[config.mk]
export PLATFORM = sky130hd
export DESIGN_NAME = wave_stream_gate
export DESIGN_NICKNAME = d
export VERILOG_FILES = /design/src/rtl/wave_pkg.sv /design/src/rtl/wave_gate_fifo.sv /design/src/rtl/wave_stream_gate.sv
export SDC_FILE = /design/constraint.sdc
export NUM_CORES = 1
export LEC_CHECK = 0
export CORE_MARGIN = 4
export CORE_UTILIZATION = 30
export DETAILED_ROUTE_END_ITERATION = 6
export GPL_ROUTABILITY_DRIVEN = 0
export PLACE_DENSITY = 0.54
export SETUP_SLACK_MARGIN = 0.2
export SYNTH_ARGS = -nofsm -noshare
export SYNTH_HDL_FRONTEND = slang
export SYNTH_SLANG_ARGS = --single-unit
[constraint.sdc]
create_clock -name axis_clk -period 5.61 [get_ports axis_clk]
set_input_delay 0.8415 -clock axis_clk [delete_from_list [all_inputs] [get_ports axis_clk]]
set_output_delay 0.8415 -clock axis_clk [all_outputs]
set_load 0.005 [all_outputs]
[src/rtl/wave_pkg.sv]
// Shared types and defaults for the wave stream gate.
package wave_pkg;

   typedef enum logic [1:0] {
      StResync,
      StIdle,
      StPass,
      StDrop
   } wave_gate_st_t;

   localparam int unsigned DefDataW = 32;
   localparam int unsigned DefCntW  = 16;

endpackage

[src/rtl/wave_gate_fifo.sv]
// Synchronous per-channel FIFO holding {tlast, tdata}; exposes occupancy for frame-fit decisions.
module wave_gate_fifo
   import wave_pkg::*;
#(
   parameter int unsigned Depth = 16,
   parameter int unsigned Width = DefDataW + 1,
   localparam int unsigned AddrW = $clog2(Depth),
   localparam int unsigned CntW  = AddrW + 1
) (
   input  logic             clk_i,
   input  logic             rst_ni,
   input  logic             wr_en_i,
   input  logic [Width-1:0] wr_data_i,
   input  logic             rd_en_i,
   output logic [Width-1:0] rd_data_o,
   output logic             empty_o,
   output logic             full_o,
   output logic [CntW-1:0]  count_o
);

   logic [Width-1:0] mem_q [Depth];
   logic [AddrW-1:0] wr_ptr_q, wr_ptr_d;
   logic [AddrW-1:0] rd_ptr_q, rd_ptr_d;
   logic [CntW-1:0]  count_q, count_d;
   logic             wr_fire, rd_fire;

   assign empty_o = (count_q == '0);
   assign full_o  = (count_q == CntW'(Depth));
   assign count_o = count_q;
   assign wr_fire = wr_en_i && !full_o;
   assign rd_fire = rd_en_i && !empty_o;

   // Empty FIFO presents zeros so tx data/tlast idle low, including out of reset.
   assign rd_data_o = empty_o ? '0 : mem_q[rd_ptr_q];

   always_comb begin
      wr_ptr_d = wr_ptr_q;
      rd_ptr_d = rd_ptr_q;
      count_d  = count_q;
      if (wr_fire) wr_ptr_d = wr_ptr_q + AddrW'(1);
      if (rd_fire) rd_ptr_d = rd_ptr_q + AddrW'(1);
      if (wr_fire && !rd_fire) begin
         count_d = count_q + CntW'(1);
      end else if (!wr_fire && rd_fire) begin
         count_d = count_q - CntW'(1);
      end
   end

   always_ff @(posedge clk_i) begin
      if (!rst_ni) begin
         wr_ptr_q <= '0;
         rd_ptr_q <= '0;
         count_q  <= '0;
      end else begin
         wr_ptr_q <= wr_ptr_d;
         rd_ptr_q <= rd_ptr_d;
         count_q  <= count_d;
      end
   end

   always_ff @(posedge clk_i) begin
      if (wr_fire) mem_q[wr_ptr_q] <= wr_data_i;
   end

endmodule

[src/rtl/wave_stream_gate.sv]
// N-channel frame-boundary gate from tready-less rx streams into back-pressured tx FIFOs.
// Statistics counters are compiled in only when WAVE_GATE_STATS_EN is defined.
module wave_stream_gate
   import wave_pkg::*;
#(
   parameter int unsigned NUM_CH     = 2,
   parameter int unsigned DATA_W     = DefDataW,
   parameter int unsigned FIFO_DEPTH = 16,
   parameter int unsigned CNT_W      = DefCntW
) (
   input  logic                       axis_clk,
   input  logic                       rst_n,
   input  logic [NUM_CH-1:0]          ch_en,
   input  logic                       cnt_clr,
   input  logic [NUM_CH-1:0]          rx_tvalid,
   input  logic [NUM_CH*DATA_W-1:0]   rx_tdata,
   input  logic [NUM_CH-1:0]          rx_tlast,
   output logic [NUM_CH-1:0]          tx_tvalid,
   input  logic [NUM_CH-1:0]          tx_tready,
   output logic [NUM_CH*DATA_W-1:0]   tx_tdata,
   output logic [NUM_CH-1:0]          tx_tlast,
   output logic [NUM_CH*DATA_W/8-1:0] tx_tkeep,
   output logic [NUM_CH*CNT_W-1:0]    frm_cnt,
   output logic [NUM_CH*CNT_W-1:0]    drop_cnt
);

   localparam int unsigned FifoCntW = $clog2(FIFO_DEPTH) + 1;

   assign tx_tkeep = '1;

   for (genvar c = 0; c < NUM_CH; c++) begin : g_ch
      wave_gate_st_t       st_q, st_d;
      logic [FifoCntW-1:0] count;
      logic                full, empty;
      logic                free_ge1, free_ge2, free_eq1;
      logic                wr_en, wr_last, rd_en;
      logic                frm_inc, drop_inc;
      logic                rx_last;
      logic [DATA_W:0]     rd_data;

      assign rx_last  = rx_tlast[c];
      assign free_ge1 = !full;
      assign free_ge2 = (count < FifoCntW'(FIFO_DEPTH - 1));
      assign free_eq1 = (count == FifoCntW'(FIFO_DEPTH - 1));
      assign rd_en    = tx_tvalid[c] && tx_tready[c];

      always_comb begin
         st_d     = st_q;
         wr_en    = 1'b0;
         wr_last  = rx_last;
         frm_inc  = 1'b0;
         drop_inc = 1'b0;
         if (rx_tvalid[c]) begin
            case (st_q)
               StResync: begin
                  if (rx_last) st_d = StIdle;
               end
               StIdle: begin
                  if (!ch_en[c]) begin
                     if (!rx_last) st_d = StDrop;
                  end else if (rx_last && free_ge1) begin
                     wr_en   = 1'b1;
                     frm_inc = 1'b1;
                  end else if (!rx_last && free_ge2) begin
                     wr_en = 1'b1;
                     st_d  = StPass;
                  end else begin
                     drop_inc = 1'b1;
                     if (!rx_last) st_d = StDrop;
                  end
               end
               StPass: begin
                  if (rx_last) begin
                     st_d = StIdle;
                     if (free_ge1) begin
                        wr_en   = 1'b1;
                        frm_inc = 1'b1;
                     end
                  end else if (free_ge2) begin
                     wr_en = 1'b1;
                  end else begin
                     // Last slot: close the frame early so tx never sees an unterminated frame.
                     wr_en    = free_eq1;
                     wr_last  = 1'b1;
                     drop_inc = 1'b1;
                     st_d     = StDrop;
                  end
               end
               StDrop: begin
                  if (rx_last) st_d = StIdle;
               end
               default: st_d = StResync;
            endcase
         end
      end

      always_ff @(posedge axis_clk) begin
         if (!rst_n) st_q <= StResync;
         else        st_q <= st_d;
      end

      wave_gate_fifo #(
         .Depth (FIFO_DEPTH),
         .Width (DATA_W + 1)
      ) u_fifo (
         .clk_i     (axis_clk),
         .rst_ni    (rst_n),
         .wr_en_i   (wr_en),
         .wr_data_i ({wr_last, rx_tdata[c*DATA_W +: DATA_W]}),
         .rd_en_i   (rd_en),
         .rd_data_o (rd_data),
         .empty_o   (empty),
         .full_o    (full),
         .count_o   (count)
      );

      assign tx_tvalid[c]                 = !empty;
      assign tx_tdata[c*DATA_W +: DATA_W] = rd_data[DATA_W-1:0];
      assign tx_tlast[c]                  = rd_data[DATA_W];

`ifdef WAVE_GATE_STATS_EN
      logic [CNT_W-1:0] frm_cnt_q, drop_cnt_q;

      always_ff @(posedge axis_clk) begin
         if (!rst_n || cnt_clr) begin
            frm_cnt_q  <= '0;
            drop_cnt_q <= '0;
         end else begin
            if (frm_inc) frm_cnt_q <= frm_cnt_q + CNT_W'(1);
            if (drop_inc && (drop_cnt_q != '1)) drop_cnt_q <= drop_cnt_q + CNT_W'(1);
         end
      end

      assign frm_cnt[c*CNT_W +: CNT_W]  = frm_cnt_q;
      assign drop_cnt[c*CNT_W +: CNT_W] = drop_cnt_q;
`else
      logic unused_stats;
      assign unused_stats = ^{cnt_clr, frm_inc, drop_inc};

      assign frm_cnt[c*CNT_W +: CNT_W]  = '0;
      assign drop_cnt[c*CNT_W +: CNT_W] = '0;
`endif
   end

endmodule

**Word level (Yosys, flattened, before mapping)**

Memory sizes are Yosys's and may differ from the RTL's. A register that Yosys moved wholly into a read port is not among the register bits.
Index checks and enable logic that the tools add are counted.

- Register bits: 30
- Memories: 2
- Bits of input ports: 75
- Word-level logic and storage cells: 124
- Latch bits: 0
- RAM bits: 1056
- Memory bits (read-only): 0
- Output and inout port bits: 140

- Magnitude comparators: 2
- Bitwise operators: 0
- $mul: 0
- Reductions and logical operators: 34
- Equal/unequal tests: 16
- Divide/modulo/power cells: 0
- Add/subtract/negate cells: 8
- Mux-type cells: 54
- Shifts and indexed selects: 0

Memory list:

| name | words | width | rd ports | clocked after Yosys merged registers in | write ports | line | RTL |
|---|---|---|---|---|---|---|---|
| g_ch[0].u_fifo.mem_q | 16 | 33 | 1 | 1 | 1 | wave_gate_fifo.sv:21 | `logic [Width-1:0] mem_q [Depth];` |
| g_ch[1].u_fifo.mem_q | 16 | 33 | 1 | 1 | 1 | wave_gate_fifo.sv:21 |  |

Operators with widths:

| operator | number |
|---|---|
| two-way mux 33 bit | 2 |
| two-way mux 2 bit | 14 |
| two-way mux 1 bit | 26 |
| two-way mux 5 bit | 4 |
| adder 4 x 1 -> 4 bit, second input constant | 4 |
| two-way mux 4 bit | 4 |
| logical AND 1 bit | 14 |
| inequality test 3 bit, second input constant | 4 |
| one-hot mux 2 bit (3 select lines) | 2 |
| adder 5 x 1 -> 5 bit, second input constant | 2 |
| == test 5 x 4 -> 1 bit, second input constant | 2 |
| == test 5 bit, second input constant | 2 |
| zero test 1 bit | 10 |
| zero test 5 bit | 2 |
| less-than comparator 5 x 4 -> 1 bit, second input constant | 2 |
| subtractor 5 x 1 -> 5 bit, second input constant | 2 |
| == test 2 bit, second input constant | 4 |
| AND reduction 4 bit | 2 |
| == test 2 x 1 -> 1 bit, second input constant | 2 |
| zero test 2 bit | 2 |
| inequality test 2 x 1 -> 1 bit, second input constant | 2 |
| one-hot mux 1 bit (2 select lines) | 2 |
| nonzero test 2 bit | 2 |
| OR reduction 2 bit | 2 |

**Depth between registers and ports, before layout**

Gate-level depths: netlist of the first run.

- Word-level depth: 12
- Mapped depth: 14
- Gate-level depth less buffers: 14

**By module**

Synthesis of the first run repeated with hierarchy kept, for this count alone.

- Cells, all modules: 1962
- Area, all modules: 42956.2 um^2

By module, submodules not included:

| module | area an instance (um^2) | sequential area each (um^2) | cells each | instances |
|---|---|---|---|---|
| wave_gate_fifo | 20977.6 | 16195.5 | 915 | 2 |
| wave_stream_gate | 1001.0 | 80.1 | 132 | 1 |

**Least setup slack after synthesis of the first run**

No wires, ideal clock.

- Path kind: input port to flip-flop
- Start point: input port rx_tlast[0]
- End point: memory g_ch[0].u_fifo.mem_q[3][0] (netlist bit), enable pin
- Data arrival time: 3.825 ns
- Buffers on the path: 1
- Data required time: 5.146 ns
- Slack: 1.320 ns
- Library setup time: 0.464 ns
- Cell stages on the path: 6
- Cells stage by stage: nand2b_1 -> nand3b_1 -> a221oi_2 -> clkbuf_2 -> nand2_1 -> nor3_1

- Cells in the longest elaborated chain, start to end: 10
- Elaborated cells between the ends (all ways): 12
- Those cells by class: 8 x mux; 4 x reduce/logical

Ends and longest elaborated chain:

| what | line | RTL |
|---|---|---|
| from (decl) | wave_stream_gate.sv:17 | `input logic [NUM_CH-1:0] rx_tlast,` |
| zero test 1 bit | n/a |  |
| logical AND 1 bit | wave_stream_gate.sv:64 | `end else if (!rx_last && free_ge2) begin` |
| two-way mux 1 bit | wave_stream_gate.sv:64 |  |
| two-way mux 1 bit | wave_stream_gate.sv:61 | `end else if (rx_last && free_ge1) begin` |
| two-way mux 1 bit | wave_stream_gate.sv:59 | `if (!ch_en[c]) begin` |
| one-hot mux 1 bit (2 select lines) (*) | wave_stream_gate.sv:54 | `case (st_q)` |
| two-way mux 1 bit (*) | wave_stream_gate.sv:53 | `if (rx_tvalid[c]) begin` |
| logical AND 1 bit (*) | wave_gate_fifo.sv:30 | `assign wr_fire = wr_en_i && !full_o;` |
| two-way mux 1 bit (*) | wave_gate_fifo.sv:62 | `if (wr_fire) mem_q[wr_ptr_q] <= wr_data_i;` |
| two-way mux 1 bit (implied by the code) (*) | wave_gate_fifo.sv:62 |  |
| to (decl) | wave_gate_fifo.sv:21 |  |

Mark *: on every way between the ends. The rest lies on a longest branch, timed or not.

**Final worst setup path of the first run**

- Start point: register g_ch[1].u_fifo.count_q[0]
- End point: output port tx_tdata[43]

- Cells in the longest elaborated chain, start to end: 2

Ends and longest elaborated chain:

| what | line | RTL |
|---|---|---|
| from (decl) | wave_gate_fifo.sv:24 | `logic [CntW-1:0] count_q, count_d;` |
| from (signal assigned) | wave_gate_fifo.sv:57 | `count_q <= count_d;` |
| zero test 5 bit | wave_gate_fifo.sv:27 | `assign empty_o = (count_q == '0);` |
| two-way mux 33 bit | wave_gate_fifo.sv:34 | `assign rd_data_o = empty_o ? '0 : mem_q[rd_ptr_q];` |
| to (decl) | wave_stream_gate.sv:20 | `output logic [NUM_CH*DATA_W-1:0] tx_tdata,` |

Every way passes these cells.

==> results.cfg, run 1 <==
[run]
maxCapViolations = 0

[setup_path]
startpoint_type = flip-flop
critical_path_class = flip-flop to output pin
worst_path_max_delay_cell = nand2b_2
cp.required_ns = 4.77
critPathMaxFanout = 20
cp_num_buf_inv = 2
crit_arrival_ns = 3.59
endpoint_kind = output pin
cp_top_family = simple AND/OR/NAND/NOR gates
critPathMaxStageDelay_ns = 0.60
crit_chain = nor4_2, nand2b_1, nand2b_2, buf_4, o22ai_1, clkdlybuf4s50_1

[final_layout]
nets = 2275
drive_gt1_share_pct = 22.9
final_common_cell = edfxtp_1
syn2layout_area_growth_pct = 16.8
final_area_um2 = 50100
final_cell_mix = edfxtp_1, mux4_2, clkdlybuf4s50_1
final_core_util_pct = 35.3

[clocking]
clockBufferDepth = 3
cts_tree = done
ctsResizeCount = 0
numCtsBuffers = 114
cts.sinks = 1094
cts-htree-levels = 3
clock_latency_ns = 0.73
ctsHoldBuffers = 0
cts_setup_buffers = 0
root_buffer = clkbuf_16
clkTransAtPathRegs_ns = 0.06

[sta]
fin_tns_setup_ns = 0
slew_headroom_pct = 25.0
period_needed_ns = 4.43
finalCritPeriodShare_pct = 79.0
drv_slew = 0
finalHoldViolations = 0
worstMarginPinSlew_ns = 1.12
finClkSkew_ns = 0.0583
finalSetupViolations = 0
rsz0062_at_grt = false
fmax_mhz = 226

[die]
die_height_um = 386
num_rows = 138
top_level_ports = 215
core_um2 = 142000
start_util_pct = 30.2
die_x_um = 386
die-area_um2 = 149000

[power]
power_frac_comb_pct = 21.3
switchingPower_uw = 5450
cellPowerDensity_nw_per_um2 = 423
total_leakage_power_uw = 0.0151
seq_power_share_pct = 43.8
power.internal_uw = 15700
power.share.clock_pct = 34.9
vdd_ir_drop_max_mv = 0.315
p_sw_share_pct = 25.7

[drt]
dr.pass1.iters = 5
totalWireLength_mm = 97.8
viasPerCell = 4.79
wire_per_inst_um = 23.5
drt_iter0_drc = 1610
vias = 20000
detail-route-antenna-nets = 0
drc = 0

[grt]
first_global_vias = 21000
grt_use_total_pct = 13.1
overflow = 0
grt_max_degree = 64
antenna_found_initial = 12
grt_pass1_wl_mm = 143

[placement]
dp_hpwl_mm = 53.6
place.port_buffers = 141
dpl-instance-area_um2 = 46300

[synthesis]
synth-async-reset-ratio_pct = 0
synth.distinct_cells = 50
synth_ff_type = edfxtp_1
synthCells = 1966
synth_seq_area_share_pct = 75.7
synth-simple-area-share_pct = 1.64
yosysWarnings = 0
syn_area_um2 = 42900
synth_compound_area_share_pct = 1.71
synthXorXnorAreaFrac_pct = 0.266
syn_avg_cell_area_um2 = 21.8
synth_top_family_by_area = multiplexers
synth_edf_count = 1056
synth-seq-cells = 1094
synth_fa_ha_area_share_pct = 0.794
muxShareOfSynthArea_pct = 17.1

[outcome]
outcome = finished, final reports clean

[worst_hold_path]
hold_class = flip-flop to flip-flop
-- synthesized netlist by cell type (all sizes together), types with 2 or more instances --
cell,number,area [um^2]
nor3,6,30.0
mux4,264,5950
inv,17,63.8
a21boi,7,52.6
xnor2,11,96.3
mux2i,138,1380
o21ai,12,60.1
buf,142,998
and2,24,150
o211ai,5,42.5
clkbuf,32,123
nand4,3,18.8
a41oi,2,17.5
nor2,7,26.3
or3,4,25.0
nand2,29,109
edfxtp,1056,31700
o22ai,66,413
nor2b,5,31.3
fa,2,40.0
a21oi,8,40.0
xor2,2,17.5
nor4,2,33.8
nand2b,10,65.1
ha,24,300
nand3,12,60.1
conb,2,7.51
dfxtp,38,761
and3,21,131
a21o,4,30.0
-- worst reg2reg max path, stage by stage (launching register included) --
cell and delay, ns:
dfxtp_1 0.37, inv_1 0.06, ha_1 0.33, nand3b_1 0.19, a221oi_2 0.84, ha_1 0.36, inv_1 0.12, fa_1 0.42
a21o_1 0.19, a21oi_1 0.18, xnor2_1 0.10, or3_1 0.30, a21boi_0 0.17
-- area by class of cell --
type	instances	area, um^2
tap	1890	2360
clock buffer	141	3020
clock inverter	71	696
multi-input combinational	751	9550
inverter	17	63.8
antenna	8	20.0
sequential	1094	32500
fill	13000	91700
timing repair buffer	196	1870
-- state kept, by name (all words and copies together) (netlist names), named ones only --
name,count
g_ch.u_fifo.rd_ptr_q,8
g_ch.u_fifo.mem_q,1056
g_ch.u_fifo.wr_ptr_q,8
g_ch.st_q,4
g_ch.u_fifo.count_o,10
-- per-layer routing --
metal	track usage (%)	share of wire (%)	vias to the layer above	wire length (um)
met1	16.7	41	10700	39700
met2	22.4	51	645	49600
li1	-	-	8489	-
met4	3.51	2.0	6	1910
met3	2.96	6.7	141	6570
met5	0	0.055	-	54
-- path summary, 6_finish.rpt --
| path | from | to | slack (ns) | depth (start not counted) |
|---|---|---|---|---|
| min | g_ch[1].u_fifo.rd_ptr_q[3] | flip-flop | 0.50 | 2 |
| min reg2reg | g_ch[1].u_fifo.rd_ptr_q[3] | flip-flop | 0.50 | 2 |
| max reg2reg | g_ch[0].st_q[0] | g_ch[0].u_fifo.count_o[4] | 1.92 | 12 |
| max | g_ch[1].u_fifo.count_o[0] | tx_tdata[43] | 1.18 | 6 |
-- through the flow --
step                instances  total power, uW  hold WS (ns)  setup WS, ns
detailed placement       3948            14100         0.483          1.18
global placement         3948            14000         0.457          1.20
floorplan                2036            12300         0.449          1.32
finish                   4168            21200         0.497          1.18
global route             4161            22100         0.524         0.924
CTS                      4160            21500         0.492          1.06
-- logic make-up (layout without fill, tap and decap cells) --
family,after synthesis,after routing
and+or+nand+nor,126,126
DFF,1094,1094
AOI/OAI and AO/OA,112,112
adders and majority gates,26,26
xor gates and xnor gates,13,13
muxes,402,402
buffers and inverters,191,425
other,2,80
-- power groups by stage --
stage                     clock (uW)  sequential [uW]  combinational [uW]
after floorplan                    0             9240                3030
after global placement             0             9460                4550
after detailed placement           0             9470                4590
after CTS                       7580             9300                4620
after global routing            7920             9320                4900
final                           7390             9290                4520
Note: power is estimated with default switching activity, not from simulation.
==> run 2, diff against run 1 <==
--- a/config.mk
+++ b/config.mk
@@ -9,7 +9,7 @@
 export CORE_UTILIZATION = 30
 export DETAILED_ROUTE_END_ITERATION = 6
 export GPL_ROUTABILITY_DRIVEN = 0
-export PLACE_DENSITY = 0.54
+export PLACE_DENSITY = 0.55
 export SETUP_SLACK_MARGIN = 0.2
 export SYNTH_ARGS = -nofsm -noshare
 export SYNTH_HDL_FRONTEND = slang
==> constraint.sdc (replaced) <==
create_clock -name axis_clk -period 4.05 [get_ports axis_clk]
set_input_delay 0.6075 -clock axis_clk [delete_from_list [all_inputs] [get_ports axis_clk]]
set_output_delay 0.6075 -clock axis_clk [all_outputs]
set_load 0.005 [all_outputs]
==> run 2 against run 1 <==
Global-route usage is 0.36 points lower. Cell area is 1.2% higher. Non-clock buffer count is 19 higher. Critical path depth stayed put. Cell count is 0.41% higher. Hold slack worse by 0.00071 ns. Via count is 1.1% lower. Register-to-register slack worse by 1.0 ns. Core utilization is 0.41 points higher. Clock-buffer cell count is 10 higher. Setup slack worse by 0.81 ns. Die area stayed put.
==> results.cfg, run 2 (synthesis gave the netlist of run 1 again) <==
[die]
die-area_um2 = 149000
start_util_pct = 30.2
num_rows = 138
top_level_ports = 215
die_height_um = 386
core_um2 = 142000
die_x_um = 386

[sta]
finalSetupViolations = 0
drv_slew = 0
period_needed_ns = 3.69
rsz0062_at_grt = false
worstMarginPinSlew_ns = 0.644
finClkSkew_ns = 0.0758
fmax_mhz = 271
slew_headroom_pct = 57.1
finalCritPeriodShare_pct = 91.0
finalHoldViolations = 0
fin_tns_setup_ns = 0
layout_setup_ws_ns = 0.365

[grt]
grt_max_degree = 87
grt_pass1_wl_mm = 140
first_global_vias = 21100
antenna_found_initial = 13
overflow = 0
grt_use_total_pct = 12.7

[placement]
dp_hpwl_mm = 50.1
place.port_buffers = 141
post-place-ws_ns = 0.587

[drt]
wire_per_inst_um = 22.8
drt_iter0_drc = 1394
totalWireLength_mm = 95.3
drc = 0
dr.pass1.iters = 5
detail-route-antenna-nets = 0
viasPerCell = 4.72
vias = 19700

[final_layout]
final_cell_mix = edfxtp_1, mux4_2, clkdlybuf4s50_1
nets = 2295
regMostFlops = g_ch.u_fifo.mem_q
final_common_cell = edfxtp_1
final_core_util_pct = 35.7
largest_reg_flops = 1056
drive_gt1_share_pct = 23.6
syn2layout_area_growth_pct = 18.1

[setup_path]
critical_path_class = flip-flop to output pin
crit_chain = nor4_2, nand2b_1, nand2b_4, buf_12, o22ai_1, clkdlybuf4s50_1
cp_top_family = buffers and inverters
critPathMaxStageDelay_ns = 0.63
cp_num_buf_inv = 2
worst_path_max_delay_cell = clkdlybuf4s50_1
cp.required_ns = 3.44
startpoint_type = flip-flop
critPathMaxFanout = 13
endpoint_kind = output pin
crit_arrival_ns = 3.08

[clocking]
cts.sinks = 1094
numCtsBuffers = 115
clkTransAtPathRegs_ns = 0.06
clockBufferDepth = 3
root_buffer = clkbuf_16
cts_tree = done
cts-htree-levels = 3
clock_latency_ns = 0.76
ctsHoldBuffers = 0

[power]
vdd_ir_drop_max_mv = 0.556
cellPowerDensity_nw_per_um2 = 581
total_leakage_power_uw = 0.0153

[outcome]
outcome = finished, final reports clean

[run]
maxCapViolations = 0

[worst_hold_path]
hold_class = flip-flop to flip-flop
-- run 2: metal layers --
layer  vias up  share of wire [%]  global-route usage (%)
li1       8528                  -                       -
met1     10600                 41                    16.0
met2       501                 50                    21.9
met3       140                6.0                    2.90
met4        10                2.2                    3.68
met5         -              0.079                       0
-- run 2: path summary, 6_finish.rpt --
kind | end | slack (ns) | cells past startpoint | start
max reg2reg | g_ch[0].u_fifo.count_o[4] | 0.88 | 11 | g_ch[0].u_fifo.count_o[0]
min reg2reg | g_ch[0].st_q[1] | 0.50 | 2 | g_ch[0].st_q[1]
max | tx_tdata[55] | 0.36 | 6 | g_ch[1].u_fifo.count_o[1]
min | g_ch[0].st_q[1] | 0.50 | 2 | g_ch[0].st_q[1]
-- run 2: what timing repair did --
item | in CTS | in global routing
gates resized for setup | 6 | 3
cloned | 0 | 1
buffers inserted | 2 | 4
pin swaps | 0 | 0
setup endpoints to repair | 32 | 9
-- run 2: area by class of cell --
class,instances,area [um^2]
fill,12900,91100
sequential,1094,32500
multi-input combinational,751,9570
clock buffer,151,3060
timing repair buffer,215,2490
tap,1890,2360
clock inverter,62,608
inverter,17,63.8
antenna,5,12.5
-- run 2: worst register-to-register path: cells and delay by family, from the launching register on --
kind            cells  cell delay, ns
flops               1            0.40
xor+xnor            1            0.09
compound gates      3            0.53
simple gates        4            1.28
buf+inv             1            0.11
fa+ha+maj           2            0.67
-- run 2: where the power goes --
part | switching, uW | total [uW] | internal [uW]
clock | 4320 | 10100 | 5740
sequential | 194 | 12700 | 12500
combinational | 3140 | 6710 | 3570
total | 7660 | 29500 | 21800
-- run 2: metrics by stage --
step | hold slack, ns | power, uW | instance area [um^2] | std cells
6_report | 0.497 | 29500 | 50700 | 4185
2_1_floorplan | 0.449 | 17000 | 43100 | 2036
3_3_place_gp | 0.455 | 19500 | 46900 | 3960
4_1_cts | 0.492 | 29800 | 50600 | 4175
5_1_grt | 0.524 | 30800 | 50700 | 4180
3_5_place_dp | 0.485 | 19500 | 46900 | 3960
